### config.mk
export PLATFORM = sky130hd
export DESIGN_NAME = expr_pipe_eval_flat
export DESIGN_NICKNAME = d
export VERILOG_FILES = /design/src/rtl/expr_pipe_eval_if.sv /design/src/rtl/expr_pipe_eval.sv /design/src/flat_wrapper.sv
export SDC_FILE = /design/constraint.sdc
export NUM_CORES = 1
export LEC_CHECK = 0
export ABC_AREA = 1
export CORE_MARGIN = 2
export CORE_UTILIZATION = 58
export DETAILED_ROUTE_END_ITERATION = 8
export HOLD_SLACK_MARGIN = 0.06
export PLACE_DENSITY_LB_ADDON = 0.1
export SLEW_MARGIN = 0
export SYNTH_ARGS = -nofsm -noshare
export SYNTH_HDL_FRONTEND = slang
export SYNTH_SLANG_ARGS = --single-unit
### constraint.sdc
create_clock -name clk -period 6.7 [get_ports clk]
set_input_delay 1.005 -clock clk [delete_from_list [all_inputs] [get_ports clk]]
set_output_delay 1.005 -clock clk [all_outputs]
set_load 0.01 [all_outputs]
### src/rtl/expr_pipe_eval_if.sv
// Transaction bus for expr_pipe_eval: request handshake, operands, result handshake
// and the live accumulator/count observation outputs.
interface expr_pipe_eval_if #(parameter int W = 6);
  logic            in_valid;
  logic            in_ready;
  logic [2:0]      op;
  logic [W-1:0]    a;
  logic [W-1:0]    b;
  logic            a_signed;
  logic            b_signed;
  logic            out_valid;
  logic            out_ready;
  logic [W-1:0]    y;
  logic            err;
  logic [2*W-1:0]  acc;
  logic [15:0]     count;

  modport master (
    output in_valid, op, a, b, a_signed, b_signed, out_ready,
    input  in_ready, out_valid, y, err, acc, count
  );

  modport slave (
    input  in_valid, op, a, b, a_signed, b_signed, out_ready,
    output in_ready, out_valid, y, err, acc, count
  );
endinterface

### src/rtl/expr_pipe_eval.sv
// Pipelined opcode expression evaluator with per-transaction signedness, a persistent
// MAC accumulator and a globally stalled LAT-deep result pipeline.
module expr_pipe_eval #(
  parameter int W   = 6,
  parameter int LAT = 2
) (
  input  logic            clk,
  input  logic            reset,
  expr_pipe_eval_if.slave bus
);
  localparam int AW = 2 * W;

  typedef struct packed {
    logic [W-1:0] y;
    logic         err;
  } res_t;

  logic           advance, accept, sgn;
  logic [LAT:1]   vld_pipe_q;
  res_t           stage_q [1:LAT];
  res_t           res_d;
  logic [AW-1:0]  acc_q, acc_d;
  logic [AW-1:0]  a_x, b_x, prod;
  logic [15:0]    count_q;
  logic signed [W:0] sh_src, sh_res;

  assign advance = !(vld_pipe_q[LAT] && !bus.out_ready);
  assign accept  = bus.in_valid && advance;

  // Signed only when both operands are; zero-extension otherwise keeps the
  // 2W-bit signed compare and product correct for the unsigned case too.
  assign sgn  = bus.a_signed && bus.b_signed;
  assign a_x  = sgn ? {{W{bus.a[W-1]}}, bus.a} : {{W{1'b0}}, bus.a};
  assign b_x  = sgn ? {{W{bus.b[W-1]}}, bus.b} : {{W{1'b0}}, bus.b};
  assign prod = a_x * b_x;

  // Shift source carries its own fill bit; b is an unsigned amount.
  assign sh_src = {bus.a_signed & bus.a[W-1], bus.a};
  assign sh_res = sh_src >>> bus.b;

  always_comb begin
    res_d = '0;
    acc_d = acc_q;
    case (bus.op)
      3'd0: res_d.y = bus.a + bus.b;
      3'd1: res_d.y = bus.a - bus.b;
      3'd2: res_d.y = {{(W-1){1'b0}}, ($signed(a_x) < $signed(b_x))};
      3'd3: res_d.y = sh_res[W-1:0];
      3'd4: res_d.y = {{(W-1){1'b0}}, ~^(bus.a ^ bus.b)};
      3'd5: begin
        acc_d   = acc_q + prod;
        res_d.y = acc_d[W-1:0];
      end
      3'd6: acc_d = '0;
      default: res_d.err = 1'b1;
    endcase
  end

  always_ff @(posedge clk) begin
    if (reset) begin
      vld_pipe_q <= '0;
      for (int i = 1; i <= LAT; i++) stage_q[i] <= '0;
      acc_q   <= '0;
      count_q <= '0;
    end else begin
      if (advance) begin
        vld_pipe_q[1] <= accept;
        stage_q[1]    <= accept ? res_d : '0;
        for (int i = LAT; i >= 2; i--) begin
          vld_pipe_q[i] <= vld_pipe_q[i-1];
          stage_q[i]    <= stage_q[i-1];
        end
        if (accept) acc_q <= acc_d;
      end
      if (vld_pipe_q[LAT] && bus.out_ready) count_q <= count_q + 16'd1;
    end
  end

  assign bus.in_ready  = advance;
  assign bus.out_valid = vld_pipe_q[LAT];
  assign bus.y         = stage_q[LAT].y;
  assign bus.err       = stage_q[LAT].err;
  assign bus.acc       = acc_q;
  assign bus.count     = count_q;
endmodule

### src/flat_wrapper.sv
// flat-port wrapper written by rule: the top's interface ports become plain ports
module expr_pipe_eval_flat 
#(
  parameter int W   = 6,
  parameter int LAT = 2
)
  (clk, reset, bus_in_valid, bus_op, bus_a, bus_b, bus_a_signed, bus_b_signed, bus_out_ready, bus_in_ready, bus_out_valid, bus_y, bus_err, bus_acc, bus_count);
  expr_pipe_eval_if #(.W(W)) bus_i ();
  input  logic clk;
  input  logic reset;
  input wire logic [$bits(bus_i.in_valid)-1:0] bus_in_valid;
  input wire logic [$bits(bus_i.op)-1:0] bus_op;
  input wire logic [$bits(bus_i.a)-1:0] bus_a;
  input wire logic [$bits(bus_i.b)-1:0] bus_b;
  input wire logic [$bits(bus_i.a_signed)-1:0] bus_a_signed;
  input wire logic [$bits(bus_i.b_signed)-1:0] bus_b_signed;
  input wire logic [$bits(bus_i.out_ready)-1:0] bus_out_ready;
  output wire logic [$bits(bus_i.in_ready)-1:0] bus_in_ready;
  output wire logic [$bits(bus_i.out_valid)-1:0] bus_out_valid;
  output wire logic [$bits(bus_i.y)-1:0] bus_y;
  output wire logic [$bits(bus_i.err)-1:0] bus_err;
  output wire logic [$bits(bus_i.acc)-1:0] bus_acc;
  output wire logic [$bits(bus_i.count)-1:0] bus_count;
  assign bus_i.in_valid = bus_in_valid;
  assign bus_i.op = bus_op;
  assign bus_i.a = bus_a;
  assign bus_i.b = bus_b;
  assign bus_i.a_signed = bus_a_signed;
  assign bus_i.b_signed = bus_b_signed;
  assign bus_i.out_ready = bus_out_ready;
  assign bus_in_ready = bus_i.in_ready;
  assign bus_out_valid = bus_i.out_valid;
  assign bus_y = bus_i.y;
  assign bus_err = bus_i.err;
  assign bus_acc = bus_i.acc;
  assign bus_count = bus_i.count;
  expr_pipe_eval #(.W(W), .LAT(LAT)) u_core (.clk(clk), .reset(reset), .bus(bus_i));
endmodule
# --- Yosys cells after proc, flatten, opt, wreduce, memory -nomap -nowiden ---
# Memory sizes are Yosys's and may differ from the RTL's.
# Index checks and enable logic that the tools add are counted.
word_totals:
  ram_bits: 14
  word_cells: 46
  mem_count: 1
  register_bits: 30
  out_inout_bits: 37
op_classes:
  reduce_logical: 11
  muxes: 13
  n_eq_ne: 6
  order_cmp: 1
  bitwise: 5
  shift: 1
  addsub: 4
  n_mul: 1
mem_list:
  columns: ["memory", "depth", "width", "rd", "rd_ports_with_merged_regs", "wr", "line", "rtl"]
  rows:
  - ["u_core.stage_q", 2, 7, 2, 0, 2, "expr_pipe_eval.sv:20", "res_t stage_q [1:LAT];"]
ops:
  columns: ["op", "n"]
  rows:
  - ["$pmux W6 S6", 1]
  - ["$mux W12", 2]
  - ["$pmux W12 S2", 1]
  - ["$mux W7", 3]
  - ["$add A16 B1 Y16 const B", 1]
  - ["$add A12 B12 Y12", 1]
  - ["$lt A12 B12 Y1", 1]
  - ["$mul A12 B12 Y12", 1]
  - ["$eq A3 B3 Y1 const B", 3]
  - ["$reduce_or A7 Y1", 1]
  - ["$sshr A7 B6 Y6", 1]
  - ["$add A6 B6 Y6", 1]
  - ["$eq A3 B2 Y1 const B", 2]
  - ["$mux W1", 6]
  - ["$reduce_xnor A6 Y1", 1]
  - ["$sub A6 B6 Y6", 1]
  - ["$xor A6 B6 Y6", 1]
  - ["$logic_and A1 B1 Y1", 4]
  - ["$eq A3 B1 Y1 const B", 1]
  - ["$logic_not A3 Y1", 1]
  - ["$reduce_and A3 Y1", 1]
  - ["$logic_not A1 Y1", 2]
  - ["$or A1 B1 Y1", 2]
  - ["$reduce_bool A2 Y1", 1]
  - ["other kinds (2)", 2]

# --- Logic depth before layout (Yosys ltp) ---
depth:
  depth_word: 7
  depth_mapped: 26
  depth_no_buf: 25

# --- Worst setup path before layout ---
# OpenSTA, ideal clock, no wires.
synth_path:
  path_kind: "input to register"
  start: "input bus_b[0]"
  end: "register u_core.acc_q[11], in the netlist u_core.bus.acc[11]"
  stages: 19
  path_slack_ns: 1.337
  required_time_ns: 6.630
  setup_time_ns: 0.070
  arrival_ns: 5.292
  path_cell_list: "buf_2 -> nand2_1 -> nor2_1 -> inv_1 -> fa_1 -> fa_1 -> fa_1 -> inv_1 -> fa_1 -> inv_1 -> fa_1 -> inv_1 -> ha_1 -> a21oi_1 -> o21ai_0 -> a31o_2 -> nand3_1 -> nand3_1 -> a21oi_1"
synth_between:
  elab_chain_len: 4
synth_rtl:
  columns: ["element", "line", "rtl"]
  rows:
  - ["start: declaration", "flat_wrapper.sv:14", "input wire logic [$bits(bus_i.b)-1:0] bus_b;"]
  - ["$mux W12", "expr_pipe_eval.sv:34", "assign b_x = sgn ? {{W{bus.b[W-1]}}, bus.b} : {{W{1'b0}}, bus.b};"]
  - ["$mul A12 B12 Y12", "expr_pipe_eval.sv:35", "assign prod = a_x * b_x;"]
  - ["$add A12 B12 Y12", "expr_pipe_eval.sv:51", "acc_d = acc_q + prod;"]
  - ["$pmux W12 S2", "expr_pipe_eval.sv:44", "case (bus.op)"]
  - ["end signal: assignment", "expr_pipe_eval.sv:63", "acc_q <= '0;"]
  - ["end signal: assignment", "expr_pipe_eval.sv:73", "if (accept) acc_q <= acc_d;"]
  - ["end: declaration", "expr_pipe_eval.sv:22", "logic [AW-1:0] acc_q, acc_d;"]
# Every way passes these cells.
# A chain may end at the register's enable or synchronous reset.

# --- Final worst setup path ---
layout_path:
  start: "input bus_a[5]"
  end: "register u_core.acc_q[11], in the netlist u_core.bus.acc[11]"
layout_between:
  elab_chain_len: 4
layout_rtl:
  columns: ["element", "line", "rtl"]
  rows:
  - ["start: declaration", "flat_wrapper.sv:13", "input wire logic [$bits(bus_i.a)-1:0] bus_a;"]
  - ["$mux W12", "expr_pipe_eval.sv:33", "assign a_x = sgn ? {{W{bus.a[W-1]}}, bus.a} : {{W{1'b0}}, bus.a};"]
  - ["$mul A12 B12 Y12", "expr_pipe_eval.sv:35", null]
  - ["$add A12 B12 Y12", "expr_pipe_eval.sv:51", null]
  - ["$pmux W12 S2", "expr_pipe_eval.sv:44", null]
# Every way passes these cells.

==> impl_metrics.yaml <==
placed_design:
  gp_congestion: 0.920
  port_buffers: 57
  hpwl_mm: 9.25
job:
  cap_violations: 0
clocking:
  clk_latency_ps: 300
  ctsHoldBuffers: 0
  clockBufferDepth: 2
  cts_buffers: 5
  postCtsSetupBuffers: 0
  cts_tree: "done"
  cts-root-buf: "clkbuf_8"
  clkSlewWorstSetupHoldPaths_ps: 80
  cts_resized: 0
  htreeDepth: 2
  clock-sinks: 44
worst_setup_path:
  r2r_start: "u_core.bus.acc[8]"
  reg2reg_to: "u_core.bus.acc[11]"
  end_kind: "flop"
  critPathKind: "in -> reg"
  cp-startpoint: "bus_a[5]"
  rrSetupSlack_ps: 2880
  start_kind: "input pin"
  required_ps: 6910
  critical_path.endpoint: "u_core.bus.acc[11]"
  worstPathArrival_ps: 6100
  worstRegToRegCells: 15
  cp_max_fo: 11
detailed_routing:
  vias: 4433
  avgViaCountPerCell: 5.12
  drc_errors: 0
  dr.pass1.iters: 4
  postRouteAntennaNets: 0
  first_iter_violations: 199
  finalWirelength_mm: 11.1
  avgRoutedWirePerCell_um: 12.8
global_routing:
  grt_max_degree: 21
  groute.layer.met3.usage_pct: 1.50
  grt_pass1_wl_mm: 19.5
  grt_antenna_before_repair: 0
  use_met2_pct: 41.7
  grt_pass1_vias: 4377
  grt-busiest-layer: "met2"
  grt-ovfl-total: 0
  grtUsageMet1_pct: 32.9
  grtUsageTotal_pct: 24.4
synthesis:
  synth_ff_type: "dfxtp_1"
  yosysUniqueCellTypes: 42
  syn_avg_cell_area_um2: 7.33
  ys_seq_elements: 44
  syn_area_um2: 5120
  yosysWarningCount: 0
  synthTopCellsByCount: "inv_1 (165), nand2_1 (152), ha_1 (53), nor2_1 (48), fa_1 (47)"
  yosysMostFrequentCell: "inv_1"
  yosys.area.top_type: "fa_1"
  ys_seq_area_share_pct: 19.9
  syn_nets: 819
  syn_inst: 698
  synth_async_sr_flop_share_pct: 0
  synth_edf_count: 14
  synth_top_area_share_pct: 18.4
  yosys-top-cells-area: "fa_1 (18%), ha_1 (13%), inv_1 (12%), dfxtp_1 (12%), nand2_1 (11%)"
sta:
  fmax_mhz: 170
  finalSetupTns_ps: 0
  fin_skew_ps: 3.93
  period_needed_ps: 5890
  tightest_slew_ps: 1100
  rsz0062_at_grt: "false"
  hold_viol: 0
  finalSetupViolCount: 0
  slew_headroom_pct: 25.8
  fin_crit_sh_pct: 87.8
  slew_viol_final: 0
hold_path:
  hold_path_class: "reg -> reg"
floorplan:
  die_h_um: 97.9
  core-area_um2: 8640
  pin_count: 58
  die_w_um: 97.9
  die-area_um2: 9590
  initial_utilization_pct: 59.3
  rows: 34
pwr:
  ir_drop_mv: 0.105
  p_leak_uw: 0.00299
  power_density_nw_per_um2: 182
layout:
  layout-drive-gt1-share_pct: 5.15
  multi_input_area_um2: 3390
  fillers: 778
  regArea_um2: 1020
  area_delta_synth_final_pct: 15.9
  antenna_cells: 0
  final_nets: 877
  fin_util_pct: 68.7
run_status:
  status: "finished clean"
## per-stage QoR
step           total power [uW]  setup slack [ps]  area [um2]  instances  hold slack [ps]
2_1_floorplan               717              1340        5120        698              446
3_3_place_gp                832               588        5800        857              459
5_1_grt                    1180               401        5930        865              506
4_1_cts                    1090               789        5930        865              484
6_report                   1080               814        5930        865              485
3_5_place_dp                859               475        5800        857              473
## cells in the final DEF (no fill, tap or decap), types with 8 or more instances in the layout
cell type,count
a21oi_1,35
clkdlybuf4s50_1,57
dfxtp_1,30
edfxtp_1,14
fa_1,47
ha_1,53
inv_1,165
nand2_1,152
nand3_1,38
nor2_1,48
o21ai_0,23
xnor2_1,8
xor2_1,11
## sequential cells by signal, summed over array words and instances (netlist names)
name               cells
u_core.vld_pipe_q      2
u_core.stage_q        14
u_core.bus.count      16
u_core.bus.acc        12
## critical path, cell delays in order
cell and delay (ps):
clkdlybuf4s50_1 670, nand2_1 170, nor2_1 290, inv_1 90, fa_1 640, fa_1 480, fa_1 510, inv_1 50
fa_1 480, inv_1 60, fa_1 520, inv_1 40, ha_1 330, a21oi_1 150, o21ai_0 90, a31o_2 230
nand3_1 80, nand3_1 70, a21oi_1 140
## how the worst min path moves through the flow
| stage | start | end | slack (ps) | cells after the start |
|---|---|---|---|---|
| after floorplan | u_core.vld_pipe_q[1] | u_core.vld_pipe_q[1] | 450 | 2 |
| after global placement | u_core.vld_pipe_q[1] | u_core.vld_pipe_q[1] | 460 | 2 |
| after detailed placement | u_core.vld_pipe_q[1] | u_core.vld_pipe_q[2] | 470 | 2 |
| after CTS | u_core.vld_pipe_q[1] | u_core.vld_pipe_q[2] | 480 | 2 |
| after global routing | u_core.vld_pipe_q[1] | u_core.vld_pipe_q[2] | 510 | 2 |
| final | u_core.vld_pipe_q[1] | u_core.vld_pipe_q[2] | 480 | 2 |
## area by class of cell
type	count	area share (%)
Multi-Input combinational cell	471	57.1
Sequential cell	44	17.2
Inverter	170	10.8
Timing Repair Buffer	64	10.5
Tap cell	108	2.28
Clock buffer	7	1.65
Clock inverter	1	0.506
## cell families after synthesis
group / Yosys count / share of synthesized area, %
buffers and inverters: 183 / 13.9
AOI/OAI and AO/OA: 78 / 8.36
DFF: 44 / 19.9
adders and majority gates: 100 / 31.3
and+or+nand+nor: 274 / 23.2
xor gates and xnor gates: 19 / 3.25
## per-layer routing
| metal | vias to the layer above | wire length (um) |
|---|---|---|
| li1 | 2250 | - |
| met1 | 2038 | 5000 |
| met2 | 124 | 5210 |
| met3 | 21 | 586 |
| met4 | 0 | 299 |
| met5 | - | 0 |
## power by group
| part | total, uW | switching [uW] | internal (uW) |
|---|---|---|---|
| Sequential | 293 | 6.83 | 286 |
| Combinational | 559 | 330 | 229 |
| Clock | 225 | 91.3 | 134 |
(Power assumes the default switching activity.)
